**src/rtl/cpu_pkg.sv**
```systemverilog
// Shared constants for the CPU control path: opcodes, ALU/bus select codes,
// FSM states, NZVC bit positions and the branch condition helper.
package cpu_pkg;

   localparam logic [7:0] LDA_IMM = 8'h86;
   localparam logic [7:0] LDA_DIR = 8'h87;
   localparam logic [7:0] LDB_IMM = 8'h88;
   localparam logic [7:0] LDB_DIR = 8'h89;
   localparam logic [7:0] STA_DIR = 8'h96;
   localparam logic [7:0] STB_DIR = 8'h97;
   localparam logic [7:0] ADD_AB  = 8'h42;
   localparam logic [7:0] SUB_AB  = 8'h43;
   localparam logic [7:0] AND_AB  = 8'h44;
   localparam logic [7:0] OR_AB   = 8'h45;
   localparam logic [7:0] INCA    = 8'h46;
   localparam logic [7:0] INCB    = 8'h47;
   localparam logic [7:0] DECA    = 8'h48;
   localparam logic [7:0] DECB    = 8'h49;
   localparam logic [7:0] XOR_AB  = 8'h4A;
   localparam logic [7:0] NOTA    = 8'h4B;
   localparam logic [7:0] NOTB    = 8'h4C;
   localparam logic [7:0] BRA     = 8'h20;
   localparam logic [7:0] BMI     = 8'h21;
   localparam logic [7:0] BPL     = 8'h22;
   localparam logic [7:0] BEQ     = 8'h23;
   localparam logic [7:0] BNE     = 8'h24;
   localparam logic [7:0] BVS     = 8'h25;
   localparam logic [7:0] BVC     = 8'h26;
   localparam logic [7:0] BCS     = 8'h27;
   localparam logic [7:0] BCC     = 8'h28;

   localparam logic [2:0] ALU_ADD = 3'b000;
   localparam logic [2:0] ALU_SUB = 3'b001;
   localparam logic [2:0] ALU_AND = 3'b010;
   localparam logic [2:0] ALU_OR  = 3'b011;
   localparam logic [2:0] ALU_INC = 3'b100;
   localparam logic [2:0] ALU_DEC = 3'b101;
   localparam logic [2:0] ALU_XOR = 3'b110;
   localparam logic [2:0] ALU_NOT = 3'b111;

   localparam logic [1:0] BUS1_PC   = 2'b00;
   localparam logic [1:0] BUS1_A    = 2'b01;
   localparam logic [1:0] BUS1_B    = 2'b10;
   localparam logic [1:0] BUS2_ALU  = 2'b00;
   localparam logic [1:0] BUS2_BUS1 = 2'b01;
   localparam logic [1:0] BUS2_MEM  = 2'b10;

   localparam int N_IDX = 3;
   localparam int Z_IDX = 2;
   localparam int V_IDX = 1;
   localparam int C_IDX = 0;

   typedef enum logic [4:0] {
      S_FETCH_0, S_FETCH_1, S_FETCH_2, S_DECODE_3,
      S_LDI_4, S_LDI_5, S_LDI_6,
      S_LDD_4, S_LDD_5, S_LDD_6, S_LDD_7, S_LDD_8,
      S_STD_4, S_STD_5, S_STD_6, S_STD_7,
      S_DATA_4,
      S_BR_4, S_BR_5, S_BR_6, S_BRN_4
   } state_t;

   function automatic logic branch_taken(input logic [7:0] op, input logic [3:0] nzvc);
      logic taken;
      taken = 1'b0;
      case (op)
         BRA:     taken = 1'b1;
         BMI:     taken =  nzvc[N_IDX];
         BPL:     taken = ~nzvc[N_IDX];
         BEQ:     taken =  nzvc[Z_IDX];
         BNE:     taken = ~nzvc[Z_IDX];
         BVS:     taken =  nzvc[V_IDX];
         BVC:     taken = ~nzvc[V_IDX];
         BCS:     taken =  nzvc[C_IDX];
         BCC:     taken = ~nzvc[C_IDX];
         default: taken = 1'b0;
      endcase
      return taken;
   endfunction

endpackage

```
**src/rtl/cpu_control_unit.sv**
```systemverilog
// Moore fetch/decode/execute sequencer for the 8-bit CPU datapath.
// Instructions take 4 (NOP) to 9 cycles; outputs decode from state and are zero in reset.
module cpu_control_unit
   import cpu_pkg::*;
(
   input  logic       clk,
   input  logic       reset,
   input  logic [7:0] IR,
   input  logic [3:0] CCR_Result,
   output logic       IR_Load,
   output logic       MAR_Load,
   output logic       PC_Load,
   output logic       PC_Inc,
   output logic       A_Load,
   output logic       B_Load,
   output logic [2:0] ALU_Sel,
   output logic       CCR_Load,
   output logic [1:0] Bus1_Sel,
   output logic [1:0] Bus2_Sel,
   output logic       write
);

   state_t     r_state;
   logic [7:0] r_op;
   logic       w_op_is_b;

   // Opcode is latched at dispatch so execute-state outputs depend only on internal state.
   always_ff @(posedge clk) begin
      if (reset) begin
         r_state <= S_FETCH_0;
         r_op    <= 8'h00;
      end else begin
         case (r_state)
            S_FETCH_0:  r_state <= S_FETCH_1;
            S_FETCH_1:  r_state <= S_FETCH_2;
            S_FETCH_2:  r_state <= S_DECODE_3;
            S_DECODE_3: begin
               r_op <= IR;
               case (IR)
                  LDA_IMM, LDB_IMM: r_state <= S_LDI_4;
                  LDA_DIR, LDB_DIR: r_state <= S_LDD_4;
                  STA_DIR, STB_DIR: r_state <= S_STD_4;
                  ADD_AB, SUB_AB, AND_AB, OR_AB, INCA, INCB,
                  DECA, DECB, XOR_AB, NOTA, NOTB: r_state <= S_DATA_4;
                  BRA, BMI, BPL, BEQ, BNE, BVS, BVC, BCS, BCC:
                     r_state <= branch_taken(IR, CCR_Result) ? S_BR_4 : S_BRN_4;
                  default: r_state <= S_FETCH_0;
               endcase
            end
            S_LDI_4:  r_state <= S_LDI_5;
            S_LDI_5:  r_state <= S_LDI_6;
            S_LDD_4:  r_state <= S_LDD_5;
            S_LDD_5:  r_state <= S_LDD_6;
            S_LDD_6:  r_state <= S_LDD_7;
            S_LDD_7:  r_state <= S_LDD_8;
            S_STD_4:  r_state <= S_STD_5;
            S_STD_5:  r_state <= S_STD_6;
            S_STD_6:  r_state <= S_STD_7;
            S_BR_4:   r_state <= S_BR_5;
            S_BR_5:   r_state <= S_BR_6;
            default:  r_state <= S_FETCH_0;
         endcase
      end
   end

   assign w_op_is_b = (r_op == LDB_IMM) || (r_op == LDB_DIR) || (r_op == STB_DIR) ||
                      (r_op == INCB) || (r_op == DECB) || (r_op == NOTB);

   always_comb begin
      IR_Load  = 1'b0;
      MAR_Load = 1'b0;
      PC_Load  = 1'b0;
      PC_Inc   = 1'b0;
      A_Load   = 1'b0;
      B_Load   = 1'b0;
      ALU_Sel  = ALU_ADD;
      CCR_Load = 1'b0;
      Bus1_Sel = BUS1_PC;
      Bus2_Sel = BUS2_ALU;
      write    = 1'b0;
      if (!reset) begin
         case (r_state)
            S_FETCH_0, S_LDI_4, S_LDD_4, S_STD_4, S_BR_4: begin
               Bus1_Sel = BUS1_PC;
               Bus2_Sel = BUS2_BUS1;
               MAR_Load = 1'b1;
            end
            S_FETCH_1, S_LDI_5, S_LDD_5, S_STD_5, S_BRN_4: PC_Inc = 1'b1;
            S_FETCH_2: begin
               Bus2_Sel = BUS2_MEM;
               IR_Load  = 1'b1;
            end
            S_LDD_6, S_STD_6: begin
               Bus2_Sel = BUS2_MEM;
               MAR_Load = 1'b1;
            end
            S_LDI_6, S_LDD_8: begin
               Bus2_Sel = BUS2_MEM;
               A_Load   = ~w_op_is_b;
               B_Load   =  w_op_is_b;
            end
            S_STD_7: begin
               Bus1_Sel = w_op_is_b ? BUS1_B : BUS1_A;
               write    = 1'b1;
            end
            S_DATA_4: begin
               Bus2_Sel = BUS2_ALU;
               CCR_Load = 1'b1;
               Bus1_Sel = w_op_is_b ? BUS1_B : BUS1_A;
               A_Load   = ~w_op_is_b;
               B_Load   =  w_op_is_b;
               case (r_op)
                  SUB_AB:       ALU_Sel = ALU_SUB;
                  AND_AB:       ALU_Sel = ALU_AND;
                  OR_AB:        ALU_Sel = ALU_OR;
                  XOR_AB:       ALU_Sel = ALU_XOR;
                  INCA, INCB:   ALU_Sel = ALU_INC;
                  DECA, DECB:   ALU_Sel = ALU_DEC;
                  NOTA, NOTB:   ALU_Sel = ALU_NOT;
                  default:      ALU_Sel = ALU_ADD;
               endcase
            end
            S_BR_6: begin
               Bus2_Sel = BUS2_MEM;
               PC_Load  = 1'b1;
            end
            default: ;
         endcase
      end
   end

endmodule

```
**config.mk**
```make
export PLATFORM = sky130hd
export DESIGN_NAME = cpu_control_unit
export DESIGN_NICKNAME = d
export VERILOG_FILES = /design/src/rtl/cpu_pkg.sv /design/src/rtl/cpu_control_unit.sv
export SDC_FILE = /design/constraint.sdc
export NUM_CORES = 1
export LEC_CHECK = 0
export ABC_AREA = 1
export CAP_MARGIN = 0
export CORE_UTILIZATION = 40
export DETAILED_ROUTE_END_ITERATION = 7
export PLACE_DENSITY = 0.78
export SLEW_MARGIN = 30
export SYNTH_ARGS = -nofsm -noshare
export SYNTH_HDL_FRONTEND = slang
export SYNTH_SLANG_ARGS = --single-unit
```
**constraint.sdc**
```tcl
create_clock -name clk -period 1.9 [get_ports clk]
set_clock_uncertainty 0.1 [all_clocks]
set_input_delay 0.285 -clock clk [delete_from_list [all_inputs] [get_ports clk]]
set_output_delay 0.285 -clock clk [all_outputs]
set_load 0.01 [all_outputs]
```
# Yosys cells after proc, flatten, opt, wreduce, memory -nomap -nowiden

Cells that the tools add are included.

Equal/unequal tests: 59
Muxes and demuxes: 31
Bitwise gates (word level): 5
Reductions and logical operators: 20

Operators with widths:

| kind                                                | number |
|---|---|
| equality test 8 x 7 -> 1 bit, second input constant | 21 |
| case mux 5 bit (15 select lines)                    | 1 |
| equality test 8 x 6 -> 1 bit, second input constant | 9 |
| equality test 8 bit, second input constant          | 9 |
| equality test 5 x 4 -> 1 bit, second input constant | 8 |
| equality test 5 bit, second input constant          | 5 |
| case mux 5 bit (5 select lines)                     | 1 |
| case mux 3 bit (7 select lines)                     | 1 |
| equality test 5 x 3 -> 1 bit, second input constant | 4 |
| two-way mux 1 bit                                   | 19 |
| OR reduction 2 bit                                  | 7 |
| OR reduction 11 bit                                 | 1 |
| equality test 5 x 2 -> 1 bit, second input constant | 2 |
| OR reduction 5 bit                                  | 2 |
| two-way mux 3 bit                                   | 3 |
| case mux 1 bit (9 select lines)                     | 1 |
| OR reduction 9 bit                                  | 1 |
| two-way mux 2 bit                                   | 4 |
| OR reduction 7 bit                                  | 1 |
| OR reduction 6 bit                                  | 1 |
| equality test 5 x 1 -> 1 bit, second input constant | 1 |
| zero test 5 bit                                     | 1 |
| logical OR 1 bit                                    | 5 |
| inverter 1 bit                                      | 5 |
| 2 further kinds                                     | 2 |

Register bits after elaboration: 13
Bits of input ports: 14
Output and inout bits: 15
Word-level logic and storage cells: 117

# Logic depth before layout (Yosys ltp)

Depth after elaboration: 9
Depth in mapped cells: 11
Depth with buffers taken out: 10

# Worst setup path after synthesis

No wires, ideal clock.

Path kind: reg2out
From: reg r_state[4]
To: out Bus1_Sel[0]
Data arrival time: 1.249 ns
Data required time: 1.515 ns
Slack: 0.266 ns
Stages on the path, launching flop included: 6
Buffers on the path: 0
Cells stage by stage: dfxtp_1 > inv_2 > nand3_1 > nor3_1 > nor2_1 > nor2_1

Cells in the longest elaborated chain, start to end: 4
Elaborated cells on any way between the ends: 5
Classes of those cells: 2 x eq/ne; 2 x mux; 1 x reduce/logical

RTL lines:

| what                                                                | RTL line               | source |
|---|---|---|
| from (decl)                                                         | cpu_control_unit.sv:23 | `state_t r_state;` |
| from (signal assigned)                                              | cpu_control_unit.sv:46 | `r_state <= branch_taken(IR, CCR_Result) ? S_BR_4 : S_BRN_4;` |
| equality test 5 bit or equality test 5 x 4 -> 1 bit (tied branches) | cpu_control_unit.sv:82 | `case (r_state)` |
| OR reduction 2 bit (no source line) *                               | --                     |  |
| two-way mux 2 bit *                                                 | --                     |  |
| two-way mux 2 bit *                                                 | cpu_control_unit.sv:81 | `if (!reset) begin` |
| to (decl)                                                           | cpu_control_unit.sv:18 | `output logic [1:0] Bus1_Sel,` |

Every way passes the cells marked *; elsewhere a longest branch is shown, timed or not.

# Worst setup path in the final report

From: reg r_state[3]
To: out A_Load

Cells in the longest elaborated chain, start to end: 4
Elaborated cells on any way between the ends: 6
Classes of those cells: 3 x eq/ne; 2 x mux; 1 x reduce/logical

RTL lines:

| what                                        | RTL line               | source |
|---|---|---|
| equality test 5 bit (tied with other cells) | cpu_control_unit.sv:82 |  |
| OR reduction 3 bit (no source line) *       | --                     |  |
| two-way mux 1 bit *                         | --                     |  |
| two-way mux 1 bit *                         | cpu_control_unit.sv:81 |  |
| to (decl)                                   | cpu_control_unit.sv:14 | `output logic A_Load,` |

Marks and branches as above.

==> metrics.txt <==
outcome finished, violations left; violated checks negative setup slack; most frequent cells in the layout buf_4 (55), nand2_1 (35), inv_1 (33); Yosys reg bits 13; vias per std cell 5.05; DIE AREA 0.00338 mm²; Worst VDD drop 310 µV; DRC viols 0; FF-to-FF setup slack ~310 ps; number of CTS-inserted buffers 3; GR Util met1 32.2%; Antenna Violating Nets Remaining 0; synth top area cells dfxtp_1 (21%), inv_1 (12%), nand2_1 (12%); Total GRT Usage 25.8%; WL final 3.98 mm; Arr. time, crit path 1650 ps; final worst slack -136 ps; layout overhead on the synthesized area 67.6%; achievable clock frequency 491 MHz; Worst-Skew Late Latency 270 ps; GPL Wtd Cong between 0.9 and 1; hold crit path type reg -> reg; share of cells above drive strength 1 38.5%; syn_nets 238; Power Density 428 mW/mm²; slew of the pin with the lowest slew margin around 290 ps; Hold Crit Depth 3; Post-Syn Instances 224; DR iter-0 viols 94; # rows 19; fin util roughly 73%; CTS root buf clkbuf_4; CTS tree done; Yosys top cell by area dfxtp_1; critical path class reg -> out; antenna cells 0; number of max-cap violations 0; Slew headroom slightly above 80%; final hold vios 0; Nets between 300 and 400; grt ovf 0; Max clock buf depth 2; warnings from Yosys 0; Synth cell types 31; Clock Pin Slew Worst Setup and Hold Paths 80 ps; Global Route met3 Usage between 3 and 4%; Final Instance Area 0.00211 mm²; Worst Hold Path EP r_op[4]; hpwl dp 3.04 mm; met2 GRT Util 47.0%; share of the synthesized area in the top cell type 20.7%; commonest non-fill, non-tap cell in the layout buf_4; reg-to-reg critical path startpoint r_state[0]; CP Max Fanout 6; Port Buffers 28; hold path startpoint r_op[4]; crit path time final about 2000 ps; startpoint types register; Post-DP Area 0.00199 mm²; Worst setup EP type output pin; number of global-route vias before repair 1691; RR Endpoint r_state[0]; DR pass1 iterations 4; Mean Syn Cell Area 5.62 µm²; initial antenna violation count 0; Slew Viols, Final 0; Tcrit/Tclk final 107%; R2R depth 10; Final Non-Filler Cells 354; Worst EP required 1510 ps; RSZ-0062 raised after global routing yes; clk sink count 13; DR WL/cell 11.2 µm; # IOs 29; Die Span Y between 50 and 60 µm; core area 0.00288 mm²; DP Cell Count approximately 350; pin count of the biggest net entering global routing 12; first-pass GRT wire length about 7 mm; H-tree level count 1; mapped cell area between 0.001 and 0.0015 mm²; vias between 1500 and 2000; dpl ws -271 ps; final setup vio count 10; Most Used Layer, Global Route met2; Die X just under 60 µm; Seq/Total Area, Yosys 20.7%; Initial Util 43.8%; P_leak 1.04 nW
-- synth_stat cells (all sizes together) --
| master | instances |
|---|---|
| inv | 42 |
| nand2 | 41 |
| nor2 | 34 |
| nand3 | 22 |
| a21oi | 16 |
| o21ai | 16 |
| dfxtp | 13 |
| nor3 | 8 |
| nand4 | 7 |
| nor4 | 6 |
| a31oi | 3 |
| buf | 3 |
| o22ai | 3 |
| a21boi | 1 |
| a21o | 1 |
| a311oi | 1 |
| a41oi | 1 |
| clkbuf | 1 |
| clkinv | 1 |
| nand3b | 1 |
| o211ai | 1 |
| o221ai | 1 |
| o31ai | 1 |
-- where the power goes --
group / switching (mW) / total, mW / internal (mW)
sequential: 0.0203 / 0.318 / 0.298
clock: 0.0881 / 0.166 / 0.0779
combinational: 0.206 / 0.419 / 0.213
total: 0.314 / 0.903 / 0.589
-- layout make-up --
cell class / instances / area (µm²)
repair buffers: 88 / 691
clock inverters: 1 / 5.00
inverters: 43 / 161
clock buffers: 3 / 22.5
flip-flops and latches: 13 / 272
multi-input cells: 164 / 906
fillers: 242 / 767
well taps: 42 / 52.6
-- per-layer routing --
layer | up-vias | wire length (µm)
li1 | 930 | -
met1 | 801 | 1790
met2 | 52 | 1990
met3 | 6 | 145
met4 | 0 | 49
met5 | - | 0
-- state kept, by name, summed over array words and instances (netlist names) --
name     count
r_op         8
r_state      5
-- metrics by stage --
stage               setup TNS (ps)  total power, mW  hold slack [ps]
floorplan                        0            0.478              350
global placement             -2270            0.691              441
finish                        -712            0.903              437
detailed placement           -2710            0.700              445
global route                 -2040            0.972              479
CTS                           -599            0.885              440
-- cell families (layout without fill, tap and decap cells) --
logic type / after synthesis / count (layout) / synth area share (%)
buffers and inverters: 47 / 135 / 14.3
AOI/OAI and AO/OA: 45 / 45 / 20.5
DFF: 13 / 13 / 20.7
and+or+nand+nor: 119 / 119 / 44.5
-- worst max-delay path by stage --
stage               startpoint           to  slack (ps)  cells past startpoint
floorplan           r_state[4]  Bus1_Sel[0]         270                      5
global placement         reset  Bus1_Sel[1]        -220                      7
detailed placement       reset  Bus1_Sel[1]        -270                      7
CTS                    r_op[4]       B_Load        -150                     10
global route        r_state[3]       A_Load        -250                      9
finish              r_state[3]       A_Load        -140                      9
-- critical path, cell delays in order (launching register included) --
cell and delay, ps:
dfxtp_2 360, nor2_2 140, inv_2 80, nor4_4 140, inv_2 80, buf_6 130, a21oi_2 150, inv_1 70
nor2_2 100, buf_2 130
-- timing repair --
item	CTS	global route
hold buffers	0	0
endpoints found under the hold margin	0	0
pin swaps	7	7
gates resized for setup	79	15
buffers inserted	2	3
endpoints found under the setup margin	15	15
Note: power is estimated with default switching activity, not from simulation.
==> RTL change 1: new RTL, same flow settings <==
Register the inputs `IR` and `CCR_Result` before use, with the module's reset. The logic sees them one clock later.
--- a/src/rtl/cpu_control_unit.sv
+++ b/src/rtl/cpu_control_unit.sv
@@ -20,6 +20,19 @@
    output logic       write
 );
 
+   logic [7:0] IR_q;
+   logic [3:0] CCR_Result_q;
+
+   always_ff @(posedge clk) begin
+      if (reset) begin
+         IR_q         <= '0;
+         CCR_Result_q <= '0;
+      end else begin
+         IR_q         <= IR;
+         CCR_Result_q <= CCR_Result;
+      end
+   end
+
    state_t     r_state;
    logic [7:0] r_op;
    logic       w_op_is_b;
@@ -35,15 +48,15 @@
             S_FETCH_1:  r_state <= S_FETCH_2;
             S_FETCH_2:  r_state <= S_DECODE_3;
             S_DECODE_3: begin
-               r_op <= IR;
-               case (IR)
+               r_op <= IR_q;
+               case (IR_q)
                   LDA_IMM, LDB_IMM: r_state <= S_LDI_4;
                   LDA_DIR, LDB_DIR: r_state <= S_LDD_4;
                   STA_DIR, STB_DIR: r_state <= S_STD_4;
                   ADD_AB, SUB_AB, AND_AB, OR_AB, INCA, INCB,
                   DECA, DECB, XOR_AB, NOTA, NOTB: r_state <= S_DATA_4;
                   BRA, BMI, BPL, BEQ, BNE, BVS, BVC, BCS, BCC:
-                     r_state <= branch_taken(IR, CCR_Result) ? S_BR_4 : S_BRN_4;
+                     r_state <= branch_taken(IR_q, CCR_Result_q) ? S_BR_4 : S_BRN_4;
                   default: r_state <= S_FETCH_0;
                endcase
             end
Check against the original RTL: not equivalent (a bounded check fails within 10 cycles, from zero or initial values and one cycle with reset high).
==> RTL change 1 against the unedited design <==
The run still ends with setup timing left. Sequential cell count rose by 12. Via count rose by 9.4%. Routed wire length grew 17%. Synthesized area grew 30%. Cell count increased by 12%. Setup slack got worse by 27 ps. Final area up 28%. Fmax is 1.3% lower. Power is 56% higher. Sequential power grew 87%. Highest routed layer unchanged.
==> RTL change 1: results (changes against the unedited design) <==
stage	metric	value	unit	change
sta	Final setup viols	11		was 10
synth	Synth Net Count	275		was 238
critical_path	CP max stage delay	340	ps	was 360 ps
placed_design	Post-DP HPWL	2970	um	was 3040 um
placed_design	Post-Place Setup Slack	-492	ps	was -271 ps
sta	Final Worst Setup Slack	-163	ps	was -136 ps
global_route	number of global-route vias before repair	1729		was 1,691
routing	Via density	4.95		was 5.05
outcome	status	finished, violations left		unchanged
synth	Unique masters post-synth	33		was 31
sta	setup TNS	-1200	ps	was -712 ps
synth	top cells by area, synth	dfxtp_1 30%, nor2_1 9.6%, inv_1 9.1%		was dfxtp_1 21%, inv_1 12%, nand2_1 12%
synth	sequential cell area fraction in the yosys report	0.305		was 0.207
cells_and_area	post-route cell area	2700	um^2	was 2110 um^2
global_route	Overall Global Routing Usage	0.206		was 0.258
pwr	P_leak	1.23	nW	was 1.04 nW
synth	Post-synth top cells	42 x nor2_1, 40 x inv_1, 28 x nand2_1		was 39 x inv_1, 39 x nand2_1, 30 x nor2_1
global_route	first-pass GRT wire length	7020	um	was 6920 um
synth	Compound-Gate Fraction of Synth Area	0.196		was 0.205
sta	Slew HR	0.743		was 0.805
clocking	Clock Tree Root	clkbuf_8		was clkbuf_4
cells_and_area	fillers	283		was 242
outcome	violated checks	setup timing		unchanged
placed_design	dpl cells	369		was 345
global_route	pin count of the biggest net entering global routing	21		was 12
routing	Vias	1957		was 1,789
critical_path	R2R setup slack	190	ps	was 310 ps
routing	DR WL/cell	11.7	um	was 11.2 um
cells_and_area	layout cell share with drive strength beyond 1	0.464		was 0.385
sta	WHS	399	ps	was 437 ps
placed_design	Placed Area	2230	um^2	was 1990 um^2
pwr	VDD IR-drop max	462	uV	was 310 uV
-- RTL change 1: kinds of logic after synthesis --
kind of cell	Yosys count
compound gates	54
buf+inv	63
flops	25
simple gates	119
-- RTL change 1: what timing repair did --
action / in CTS / in global routing
resized for setup: 97 / 51
endpoints found under the setup margin: 15 / 15
pin swaps: 17 / 21
cloned: 0 / 0
buffers inserted: 15 / 8
-- RTL change 1: report_power, final --
group	switching [mW]	internal, mW	total [mW]	leakage, nW
Clock	0.161	0.147	0.308	0.0255
Combinational	0.254	0.253	0.507	0.992
Sequential	0.0374	0.559	0.596	0.212
Total	0.453	0.959	1.41	1.23
-- RTL change 1: layout make-up --
| class | instances | share of cell area |
|---|---|---|
| clock inverter | 1 | 0.00185 |
| inverter | 58 | 0.0833 |
| sequential | 25 | 0.195 |
| timing repair buffer | 87 | 0.266 |
| tap | 48 | 0.0222 |
| multi-input combinational | 173 | 0.417 |
| clock buffer | 3 | 0.0153 |
-- RTL change 1: layer usage --
metal | global-route usage | up-vias | wire (um)
met3 | 0.0241 | 13 | 204
met1 | 0.227 | 877 | 1900
met5 | 0 | - | 0
met4 | 0.0878 | 0 | 116
met2 | 0.389 | 53 | 2420
li1 | - | 1014 | -
-- RTL change 1: final timing paths --
kind | endpoint | cells past startpoint | startpoint
min | r_op[6] | 2 | IR_q[6]
min reg2reg | r_op[6] | 2 | IR_q[6]
max reg2reg | r_state[1] | 9 | r_state[0]
max | MAR_Load | 10 | r_state[1]
-- RTL change 1: worst reg2reg max path, stage by stage (launching register included) --
cell     delay (ps)
dfxtp_4         360
buf_4           140
nand2_4         100
inv_4            50
buf_4           120
buf_4           120
buf_4           120
nor3_1          280
nor4_1          120
a21oi_1         140
==> RTL change 2: new RTL, config.mk and constraints unchanged <==
Made on the original files. Register the output `Bus2_Sel`, with the module's reset; this adds one clock of latency there. The other outputs are not delayed to match.
--- a/src/rtl/cpu_control_unit.sv
+++ b/src/rtl/cpu_control_unit.sv
@@ -19,6 +19,8 @@
    output logic [1:0] Bus2_Sel,
    output logic       write
 );
+
+   logic [1:0] Bus2_Sel_d;
 
    state_t     r_state;
    logic [7:0] r_op;
@@ -76,26 +78,26 @@
       ALU_Sel  = ALU_ADD;
       CCR_Load = 1'b0;
       Bus1_Sel = BUS1_PC;
-      Bus2_Sel = BUS2_ALU;
+      Bus2_Sel_d = BUS2_ALU;
       write    = 1'b0;
       if (!reset) begin
          case (r_state)
             S_FETCH_0, S_LDI_4, S_LDD_4, S_STD_4, S_BR_4: begin
                Bus1_Sel = BUS1_PC;
-               Bus2_Sel = BUS2_BUS1;
+               Bus2_Sel_d = BUS2_BUS1;
                MAR_Load = 1'b1;
             end
             S_FETCH_1, S_LDI_5, S_LDD_5, S_STD_5, S_BRN_4: PC_Inc = 1'b1;
             S_FETCH_2: begin
-               Bus2_Sel = BUS2_MEM;
+               Bus2_Sel_d = BUS2_MEM;
                IR_Load  = 1'b1;
             end
             S_LDD_6, S_STD_6: begin
-               Bus2_Sel = BUS2_MEM;
+               Bus2_Sel_d = BUS2_MEM;
                MAR_Load = 1'b1;
             end
             S_LDI_6, S_LDD_8: begin
-               Bus2_Sel = BUS2_MEM;
+               Bus2_Sel_d = BUS2_MEM;
                A_Load   = ~w_op_is_b;
                B_Load   =  w_op_is_b;
             end
@@ -104,7 +106,7 @@
                write    = 1'b1;
             end
             S_DATA_4: begin
-               Bus2_Sel = BUS2_ALU;
+               Bus2_Sel_d = BUS2_ALU;
                CCR_Load = 1'b1;
                Bus1_Sel = w_op_is_b ? BUS1_B : BUS1_A;
                A_Load   = ~w_op_is_b;
@@ -121,7 +123,7 @@
                endcase
             end
             S_BR_6: begin
-               Bus2_Sel = BUS2_MEM;
+               Bus2_Sel_d = BUS2_MEM;
                PC_Load  = 1'b1;
             end
             default: ;
@@ -129,5 +131,13 @@
       end
    end
 
+   always_ff @(posedge clk) begin
+      if (reset) begin
+         Bus2_Sel <= '0;
+      end else begin
+         Bus2_Sel <= Bus2_Sel_d;
+      end
+   end
+
 endmodule
 
Formal check against the unedited RTL: not equivalent (Yosys sat finds a counterexample within 4 cycles, from zero or initial values and one cycle with reset high).
==> RTL change 2 against the unedited design <==
The run still ends with setup timing left. Synthesized area increased by 11%. Worst hold slack improved by 30 ps. Via count increased by 17%. Sequential cell count increased by 2. Clock power increased by 25%. Count of clock-buffer cells in the layout increased by 1. Die area increased by 11%. Power increased by 16%. Utilization increased by 1.5 points. Routed wire length increased by 55%. Final area increased by 18%. Combinational power increased by 11%. Setup slack got worse by 170 ps. Sequential share of layout area increased by 0.35 points. Largest power group unchanged.
==> RTL change 2: results (changes against the unedited design) <==
stage	metric	value	unit	change
global_route	routing usage on met2	0.561		was 0.470
min_path	hold_sp	r_op[6]		was r_op[4]
cells_and_area	fillers	222		was 242
routing	met3 wire len	452	um	was 145 um
synth	sequential cell area fraction in the yosys report	0.214		was 0.207
synth	top cells by area, synth	dfxtp_1 21%, nand2_1 11%, inv_1 8.6%		was dfxtp_1 21%, inv_1 12%, nand2_1 12%
synth	Post-synth top cells	41 x nand2_1, 32 x inv_1, 24 x nor2_1		was 39 x inv_1, 39 x nand2_1, 30 x nor2_1
min_path	Worst Hold Depth	2		was 3
synth	Unique masters post-synth	33		was 31
cells_and_area	Total Nets Final	338		was 327
critical_path	crit path max fanout	7		was 6
clocking	Worst-Skew Late Latency	300	ps	was 270 ps
outcome	status	finished, violations left		unchanged
sta	Final setup viols	12		was 10
critical_path	worst reg2reg path endpoint	r_op[4]		was r_state[0]
global_route	number of global-route vias before repair	1896		was 1,691
placed_design	Final GP Congestion	0.863		was 0.922
synth	Mapped Cells	231		was 224
routing	WL met2	2950	um	was 1990 um
global_route	Overall Global Routing Usage	0.311		was 0.258
placed_design	Post-Place Setup Slack	-319	ps	was -271 ps
sta	Final Worst Setup Slack	-307	ps	was -136 ps
global_route	pin count of the biggest net entering global routing	17		was 12
clocking	clock slew at reported path FFs	100	ps	was 80 ps
routing	first-pass iteration count of the detailed router	5		was 4
sta	Least-Margin Pin Slew	403	ps	was 290 ps
placed_design	Post-DP HPWL	3170	um	was 3040 um
cells_and_area	layout cell share with drive strength beyond 1	0.523		was 0.385
outcome	violated checks	setup timing		unchanged
routing	Detailed Route Iter0 Violations	147		was 94
clocking	Post-CTS Setup Inserts	10		was 2
global_route	met1 Resource Use GR	0.326		was 0.322
## RTL change 2: worst max-delay path by stage
stage	startpoint	to	cells after the start
floorplan	r_state[4]	Bus1_Sel[0]	6
global placement	reset	Bus1_Sel[0]	5
detailed placement	reset	Bus1_Sel[0]	5
CTS	r_op[5]	ALU_Sel[2]	7
global route	r_op[4]	ALU_Sel[0]	7
finish	r_op[4]	ALU_Sel[0]	7
## RTL change 2: worst max-delay path: cells and delay by family (launching register included)
| kind | cells | cell delay (ps) |
|---|---|---|
| DFF | 1 | 350 |
| buffers and inverters | 2 | 370 |
| and+or+nand+nor | 5 | 790 |
## RTL change 2: power groups by stage
| stage | combinational [mW] | clock, mW | sequential [mW] |
|---|---|---|---|
| floorplan | 0.159 | 0 | 0.368 |
| detailed placement | 0.343 | 0 | 0.367 |
| finish | 0.465 | 0.207 | 0.377 |
| global route | 0.497 | 0.227 | 0.379 |
| CTS | 0.395 | 0.188 | 0.366 |
| global placement | 0.337 | 0 | 0.365 |
## RTL change 2: per-stage QoR
step	TNS (ps)	area (um^2)	hold slack (ps)
after floorplan	0	1400	323
after global placement	-2500	2060	432
after detailed placement	-3050	2060	447
after CTS	-758	2290	460
after global routing	-2750	2500	517
final	-1550	2500	467
## RTL change 2: cells by family after synthesis
group / after synthesis / share of synthesized area
buffers and inverters: 45 / 0.136
AOI/OAI and AO/OA: 50 / 0.214
DFF: 15 / 0.214
and+or+nand+nor: 121 / 0.436
## RTL change 2: final cells by class
type                    instances  area [um^2]  area share
multi-input cells             171         1160       0.464
repair buffers                 94          773       0.309
clock buffers                   4         26.3      0.0105
flip-flops and latches         15          330       0.132
inverters                      39          153      0.0611
well taps                      46         57.6      0.0230
